## config.mk

```make
export PLATFORM = sky130hd
export DESIGN_NAME = pipelined_adder
export DESIGN_NICKNAME = d
export VERILOG_FILES = /design/src/rtl/pipelined_adder.sv
export SDC_FILE = /design/constraint.sdc
export NUM_CORES = 1
export LEC_CHECK = 0
export ABC_AREA = 1
export CAP_MARGIN = 20
export CORE_MARGIN = 1.5
export CORE_UTILIZATION = 45
export CTS_CLUSTER_SIZE = 8
export DETAILED_ROUTE_END_ITERATION = 10
export PLACE_DENSITY = 0.72
export SLEW_MARGIN = 20
export SYNTH_ARGS = -nofsm -noshare
export SYNTH_HDL_FRONTEND = slang
export SYNTH_SLANG_ARGS = --single-unit
```

## constraint.sdc

```tcl
create_clock -name clk -period 3.3 [get_ports clk]
set_input_delay 0.66 -clock clk [delete_from_list [all_inputs] [get_ports clk]]
set_output_delay 0.66 -clock clk [all_outputs]
set_load 0.05 [all_outputs]
```

## src/rtl/pipelined_adder.sv

```systemverilog
// Pipelined WIDTH-bit adder (a + b + cin): the carry chain is cut into STAGES equal slices
// with valid/ready flow control. Define PIPELINED_ADDER_OVF_EN to add the registered ovf output.
module pipelined_adder #(
    parameter int WIDTH  = 32,
    parameter int STAGES = 4
) (
    input  logic             clk,
    input  logic             rst,
    input  logic             in_valid,
    output logic             in_ready,
    input  logic [WIDTH-1:0] a,
    input  logic [WIDTH-1:0] b,
    input  logic             cin,
    output logic             out_valid,
    input  logic             out_ready,
    output logic [WIDTH-1:0] sum,
    output logic             cout
`ifdef PIPELINED_ADDER_OVF_EN
    ,
    output logic             ovf
`endif
);

    localparam int SW = WIDTH / STAGES;

    if (WIDTH < 2 || STAGES < 1 || STAGES > WIDTH || (WIDTH % STAGES) != 0) begin : gen_param_check
        $error("pipelined_adder: need WIDTH >= 2, 1 <= STAGES <= WIDTH and WIDTH %% STAGES == 0");
    end

    logic [STAGES-1:0] v;
    logic [STAGES-1:0] load;

    // load[k]: stage k may capture new data this cycle, either because it is empty or
    // because every stage downstream of it moves. Equivalent to the backward advance chain.
    always_comb begin
        logic full_tail;
        load      = '0;
        full_tail = 1'b1;
        // NOTE: blocking assignments here; full_tail is a running accumulator that each
        // iteration must see already updated, which non-blocking would not give.
        for (int k = STAGES - 1; k >= 0; k--) begin
            full_tail = full_tail && v[k];
            load[k]   = out_ready || !full_tail;
        end
    end

    assign in_ready = load[0] && !rst;

    always_ff @(posedge clk) begin
        if (rst) begin
            v <= '0;
        end else begin
            if (load[0]) begin
                v[0] <= in_valid;
            end
            for (int k = 1; k < STAGES; k++) begin
                if (load[k]) begin
                    v[k] <= v[k-1];
                end
            end
        end
    end

    for (genvar k = 0; k < STAGES; k++) begin : gen_stage
        localparam int SRCW = (STAGES - k) * SW;  // operand bits not yet added on entry
        localparam int SUMW = (k + 1) * SW;

        logic [SRCW-1:0] src_a;
        logic [SRCW-1:0] src_b;
        logic            src_carry;
        logic            src_valid;
        logic [SW:0]     slice_sum;
        logic [SUMW-1:0] sum_next;
        logic [SUMW-1:0] sum_r;
        logic            carry_r;

        if (k == 0) begin : gen_src
            assign src_a     = a;
            assign src_b     = b;
            assign src_carry = cin;
            assign src_valid = in_valid;
            assign sum_next  = slice_sum[SW-1:0];
        end else begin : gen_src
            assign src_a     = gen_stage[k-1].gen_ops.op_a;
            assign src_b     = gen_stage[k-1].gen_ops.op_b;
            assign src_carry = gen_stage[k-1].carry_r;
            assign src_valid = v[k-1];
            assign sum_next  = {slice_sum[SW-1:0], gen_stage[k-1].sum_r};
        end

        assign slice_sum = {1'b0, src_a[SW-1:0]} + {1'b0, src_b[SW-1:0]} + {{SW{1'b0}}, src_carry};

        always_ff @(posedge clk) begin
            if (rst) begin
                sum_r   <= '0;
                carry_r <= 1'b0;
            end else if (load[k] && src_valid) begin
                sum_r   <= sum_next;
                carry_r <= slice_sum[SW];
            end
        end

        if (k < STAGES - 1) begin : gen_ops
            logic [SRCW-SW-1:0] op_a;
            logic [SRCW-SW-1:0] op_b;

            // NOTE: no reset on the operand registers; they are only ever consumed behind a
            // set valid bit, and the visible sum/carry registers above are the ones reset.
            always_ff @(posedge clk) begin
                if (load[k] && src_valid) begin
                    op_a <= src_a[SRCW-1:SW];
                    op_b <= src_b[SRCW-1:SW];
                end
            end
        end
    end

    assign out_valid = v[STAGES-1];
    assign sum       = gen_stage[STAGES-1].sum_r;
    assign cout      = gen_stage[STAGES-1].carry_r;

`ifdef PIPELINED_ADDER_OVF_EN
    // The top slice holds both operand MSBs and produces the sum MSB, so overflow is
    // decided where that slice is added and travels with the result.
    logic ovf_next;

    assign ovf_next = (gen_stage[STAGES-1].src_a[SW-1] == gen_stage[STAGES-1].src_b[SW-1]) &&
                      (gen_stage[STAGES-1].slice_sum[SW-1] != gen_stage[STAGES-1].src_a[SW-1]);

    always_ff @(posedge clk) begin
        if (rst) begin
            ovf <= 1'b0;
        end else if (load[STAGES-1] && gen_stage[STAGES-1].src_valid) begin
            ovf <= ovf_next;
        end
    end
`endif

endmodule
```

# == Yosys cells after proc, flatten, opt, wreduce, memory -nomap -nowiden ==
# Cells that the tools add are included.
# op_classes
reduce_logical,17
addsub,8
# ops
op,n
adder 8 x 8 -> 9 bit,4
adder 9 x 1 -> 9 bit,4
logical AND 1 bit,8
zero test 1 bit,5
logical OR 1 bit,4
# totals
regBits,184
elab_cells,43
inputBits,69
out_inout_bits,35

# == Depth between registers and ports, before layout ==
# Gate-level depths: netlist of run 1.
# depth
ltp_word,6
mapped_depth,10

# == Worst setup path after synthesis of run 1 ==
# Ideal clock, no wire load.
# synth_path
path_kind,input to output
start,in rst
end,out in_ready
n_path_buf,1
path_stages,2
arrival_time_ps,1516
setup_slack_ps,1124
path_cell_list,clkbuf_1 > nor2_1
# synth_via
elab_chain_cells,2
# synth_rtl
element,line,text
start: declaration,8,"input logic rst,"
zero test 1 bit,47,assign in_ready = load[0] && !rst;
logical AND 1 bit,47,
end: declaration,10,"output logic in_ready,"
# Every way passes these cells.

# == Worst setup path after layout of run 1 ==
# layout_path
start,in out_ready
end,out in_ready
# layout_via
elab_chain_cells,2
# layout_rtl
element,line,text
start: declaration,15,"input logic out_ready,"
logical OR 1 bit,43,load[k] = out_ready || !full_tail;
logical AND 1 bit,47,
# Every way passes these cells.

==> metrics.yaml, run 1 <==
cts:
  cts.sinks: 184
  cts_buffer_depth: 2
  clk_latency_ns: 0.43
  cts-hold-fix-buffers: 0
  cts_resized: 0
  clk_pin_slew_ns: 0.07
  htree_levels: 4
  cts_made_buffers: 17
  root_buffer: "clkbuf_16"
  cts_tree: "built"
  cts_setup_buffers: 0
global_route:
  track_usage: 0.162
  grt_antenna_before_repair: 0
  grt_pass1_wl_um: 21000
  grt-ovfl-total: 0
  grt_max_degree: 53
  grt_pass1_vias: 4671
logic_synthesis:
  postSynthCellCount: 715
  synthDistinctLibCells: 29
  syn_avg_cell_area_um2: 10.3
  synth_edf_count: 96
  ys_ff_latch: 184
  synth-async-reset-ratio: 0
  ys_seq_area_frac: 0.631
  netlist_area_um2: 7360
  ys.flop_type: "edfxtp_1"
  yosys_warnings: 0
  synthesis.nets: 820
final_layout:
  fin_cells: 1054
  fillers: 1369
  drive_gt1_frac: 0.0704
  layout_common_cells: "144 x nor2_1, 102 x clkdlybuf4s50_1, 96 x edfxtp_1"
  final_area_um2: 9250
  final_util: 0.580
  area_delta_synth_final_pct: 25.7
  nets: 930
  final_common_cell: "nor2_1"
  antenna_cells: 0
run_status:
  status: "finished clean"
floorplanning:
  num_rows: 46
  core_region_area_um2: 15900
  die_y_um: 131
  die_w_um: 131
  start_util: 0.462
  die_area_um2: 17100
  io_pins: 104
placed_design:
  placed_cell_area_um2: 8660
  dp.cells: 1022
  dpl.hpwl_um: 8890
  gp_congestion: 0.790
  numPortBuffers: 103
  place_worst_setup_slack_ns: 0.626
detailed_routing:
  ant_nets: 0
  first_pass_iters: 7
  viasPerCell: 4.68
  drc: 0
  dr.first_iter.drc_count: 214
  wl_um: 12800
  wl_per_cell_um: 12.1
  num_vias: 4935
critical_path:
  critPathMaxFanout: 2
  required_ns: 2.64
  critical_path_class: "primary input to primary output"
  critPathCaptureType: "primary output"
  cp-start-kind: "primary input"
  arrival_ns: 1.90
power_and_ir_drop:
  p_per_area_nw_per_um2: 550
  leakagePower_nw: 3.75
  p_total_mw: 5.09
  ir_drop_uv: 378
sta:
  fmax_mhz: 391
  min_period_ns: 2.56
  rsz0062_at_grt: "false"
  holdWs_ns: 0.412
  fin_ws_ns: 0.741
  fin_setup_tns_ns: 0
  setup_viol: 0
  timing.final.crit_share: 0.776
  maxSlewHeadroom: 0.481
  finalMaxSlewViolations: 0
  finalHoldViolCount: 0
  worst_pin_slew_ns: 0.777
  fin_skew_ns: 0.0103
run:
  cap_violations: 0
worst_hold_path:
  holdCritPathClass: "flop to flop"
## synthesized netlist by cell type (5+ instances only)
cell      instances  share of area
nand2_1          93          0.047
buf_2             7         0.0048
nand3_1          33          0.022
xor2_1            6         0.0071
o21ai_0          67          0.046
nand3b_1          5         0.0051
clkbuf_1          8         0.0041
xnor2_1           5         0.0060
inv_1            59          0.030
fa_1              8          0.022
dfxtp_1          88           0.24
edfxtp_1         96           0.39
ha_1             28          0.048
nor2_1          145          0.074
a21oi_1          36          0.024
## path summary, 6_finish.rpt
check                                     start                       endpoint  slack [ns]  cells after the start
setup reg to reg   gen_stage[2].gen_ops.op_a[0]                        sum[30]        1.32                     10
setup / recovery                      out_ready                       in_ready        0.74                      6
hold / removal    gen_stage[0].gen_ops.op_a[21]  gen_stage[1].gen_ops.op_a[13]        0.41                      0
hold reg to reg   gen_stage[0].gen_ops.op_a[21]  gen_stage[1].gen_ops.op_a[13]        0.41                      0
## critical path, stage by stage
cell	delay, ns
clkdlybuf4s50_1	0.45
nor2_2	0.15
nand3_1	0.11
nor2_1	0.22
nor2_1	0.13
buf_12	0.17
## power by group
part	switching [mW]	internal, mW
logic	0.295	0.232
registers	0.0428	2.53
clock network	0.855	1.14
## routing by layer
metal,routed length [um],track usage
met5,0,0
met4,214,0.0646
met3,684,0.0476
met2,6330,0.287
met1,5550,0.185
## flip-flops by register name (all words and copies together) (netlist names)
name / count
cout: 1
gen_stage.carry_r: 3
gen_stage.gen_ops.op_a: 48
gen_stage.gen_ops.op_b: 48
gen_stage.sum_r: 48
sum: 32
v: 4
## cell type report
cell class	count	area, um^2	share of cell area
well taps	216	270	0.0292
multi-input cells	444	2350	0.254
repair buffers	115	1160	0.125
clock inverters	11	110	0.0119
clock buffers	21	482	0.0521
flip-flops and latches	184	4640	0.502
inverters	63	236	0.0256
## kinds of logic (layout without fill, tap and decap cells)
family / count (synthesis) / after routing / share of synthesized area
XOR/XNOR: 11 / 11 / 0.0131
flip-flops: 184 / 184 / 0.631
adder cells (fa/ha/maj): 36 / 36 / 0.0694
buffers and inverters: 87 / 210 / 0.0507
AND/OR/NAND/NOR: 286 / 286 / 0.159
AO/OA/AOI/OAI: 111 / 111 / 0.0772
No activity file was read; power rests on OpenSTA's default activity.
==> run 2: changes to the inputs <==
--- a/config.mk
+++ b/config.mk
@@ -11,7 +11,7 @@
 export CORE_UTILIZATION = 45
 export CTS_CLUSTER_SIZE = 8
 export DETAILED_ROUTE_END_ITERATION = 10
-export PLACE_DENSITY = 0.72
+export PLACE_DENSITY = 0.74
 export SLEW_MARGIN = 20
 export SYNTH_ARGS = -nofsm -noshare
 export SYNTH_HDL_FRONTEND = slang
==> constraint.sdc (replaced) <==
create_clock -name clk -period 2.1 [get_ports clk]
set_input_delay 0.42 -clock clk [delete_from_list [all_inputs] [get_ports clk]]
set_output_delay 0.42 -clock clk [all_outputs]
set_load 0.05 [all_outputs]
==> run 2 against run 1 <==
Power is 57% higher. Hold slack better by 0.0014 ns. Global-route usage is 0.084 points lower. Clock skew is 0.0026 ns lower. Combinational power is 60% higher. Cell count is 0.38% higher. Critical path type is now flop to primary output.
==> metrics.yaml, run 2 (synthesized netlist as in run 1, its figures left out) <==
final_layout:
  layout_common_cells: "143 x nor2_1, 101 x clkdlybuf4s50_1, 96 x edfxtp_1"
  regArea_um2: 4640
  area_delta_synth_final_pct: 27.0
  antenna_cells: 0
  nets: 936
  final_common_cell: "nor2_1"
  fillers: 1383
  multi_input_comb_area_um2: 2360
  top_regs: "gen_stage.gen_ops.op_a: 48 flops, gen_stage.gen_ops.op_b: 48 flops, gen_stage.sum_r: 48 flops"
  drive_gt1_frac: 0.0772
critical_path:
  reg2reg_depth: 10
  arrival_ns: 1.63
  worst_path_max_delay_cell: "clkdlybuf4s50_1"
  cp_top_family: "buffers and inverters"
  slowest_delay_ns: 0.82
  required_ns: 1.68
  critPathCaptureType: "primary output"
  path_depth: 1
  critical_path_class: "flop to primary output"
  critPathMaxFanout: 2
  cp-start-kind: "flop"
  crit_buf_inv: 1
  cp_cell_sequence: "clkdlybuf4s50_1"
power_and_ir_drop:
  internal-power_mw: 6.21
  pwr-share-seq: 0.505
  clockPowerShare: 0.390
  p_comb_frac: 0.105
  ir_drop_uv: 587
  switching_share: 0.225
  p_per_area_nw_per_um2: 856
  leakagePower_nw: 3.79
  p_sw_mw: 1.80
  p_total_mw: 8.00
sta:
  worst_pin_slew_ns: 0.563
  fin_setup_tns_ns: 0
  setup_viol: 0
  fin_skew_ns: 0.00764
  maxSlewHeadroom: 0.623
  holdWs_ns: 0.413
  rsz0062_at_grt: "false"
  fmax_mhz: 488
  timing.final.crit_share: 0.976
  finalMaxSlewViolations: 0
  finalHoldViolCount: 0
  min_period_ns: 2.05
cts:
  cts_buffer_depth: 2
  cts_setup_buffers: 0
  cts_made_buffers: 17
  cts_tree: "built"
  root_buffer: "clkbuf_16"
  cts.sinks: 184
  clk_latency_ns: 0.43
  cts-hold-fix-buffers: 0
  clk_pin_slew_ns: 0.06
  htree_levels: 4
global_route:
  grt_pass1_wl_um: 20800
  grt_max_degree: 54
  grt_antenna_before_repair: 0
  grt_pass1_vias: 4486
  track_usage: 0.161
  grt-ovfl-total: 0
floorplanning:
  io_pins: 104
  start_util: 0.462
  num_rows: 46
  die_area_um2: 17100
  die_y_um: 131
  core_region_area_um2: 15900
  die_w_um: 131
worst_hold_path:
  holdCritPathClass: "flop to flop"
  hold_depth: 0
detailed_routing:
  num_vias: 4931
  viasPerCell: 4.66
  ant_nets: 0
  first_pass_iters: 6
  wl_um: 12700
  dr.first_iter.drc_count: 244
  drc: 0
  wl_per_cell_um: 12.0
placed_design:
  numPortBuffers: 103
  dpl.hpwl_um: 9160
  gp_congestion: 0.813
run:
  cap_violations: 0
run_status:
  status: "finished clean"
==> run 2: worst register-to-register path: cells and delay by family (launching register included) <==
family	cells	cell delay, ns
adder cells (fa/ha/maj)	2	0.83
buffers and inverters	1	0.03
flip-flops	1	0.41
AND/OR/NAND/NOR	7	0.56
==> run 2: cell type report <==
cell class                      instances  area share
Multi-Input combinational cell        444       0.253
Timing Repair Buffer                  121       0.134
Clock inverter                         12      0.0163
Clock buffer                           18      0.0459
Inverter                               63      0.0253
Sequential cell                       184       0.497
Tap cell                              216      0.0289
==> run 2: what timing repair did <==
item / CTS / global route
gates resized for setup: 0 / 5
endpoints found under the hold margin: 0 / 0
endpoints found under the setup margin: 0 / 4
==> run 2: stage by stage <==
stage,cells,utilization,instance area (um^2),setup WS (ns)
3_3_place_gp,1028,0.549,8750,-0.265
5_1_grt,1058,0.586,9350,0.00967
6_report,1058,0.586,9350,0.0508
4_1_cts,1058,0.585,9330,0.00663
2_1_floorplan,715,-,7360,0.234
3_5_place_dp,1028,0.549,8750,-0.298
==> run 2: final timing paths <==
| kind | startpoint | slack [ns] | end |
|---|---|---|---|
| setup reg to reg | gen_stage[2].gen_ops.op_a[0] | 0.19 | sum[30] |
| setup / recovery | sum[20] | 0.05 | sum[20] |
| hold / removal | gen_stage[0].gen_ops.op_b[12] | 0.41 | gen_stage[1].gen_ops.op_b[4] |
| hold reg to reg | gen_stage[0].gen_ops.op_b[12] | 0.41 | gen_stage[1].gen_ops.op_b[4] |
==> run 2: per-layer routing <==
| layer | track usage | vias up | share of wire |
|---|---|---|---|
| met5 | 0 | - | 0 |
| met4 | 0.0679 | 0 | 0.016 |
| met3 | 0.0395 | 14 | 0.037 |
| met2 | 0.282 | 80 | 0.51 |
| met1 | 0.191 | 2235 | 0.43 |
| li1 | - | 2602 | - |
==> run 2: power groups by stage <==
stage	registers (mW)	clock network [mW]	logic, mW
after floorplan	4.18	0	0.448
after global placement	4.11	0	0.832
after detailed placement	4.12	0	0.847
after CTS	4.04	3.20	0.851
after global routing	4.06	3.35	0.953
final	4.04	3.12	0.842
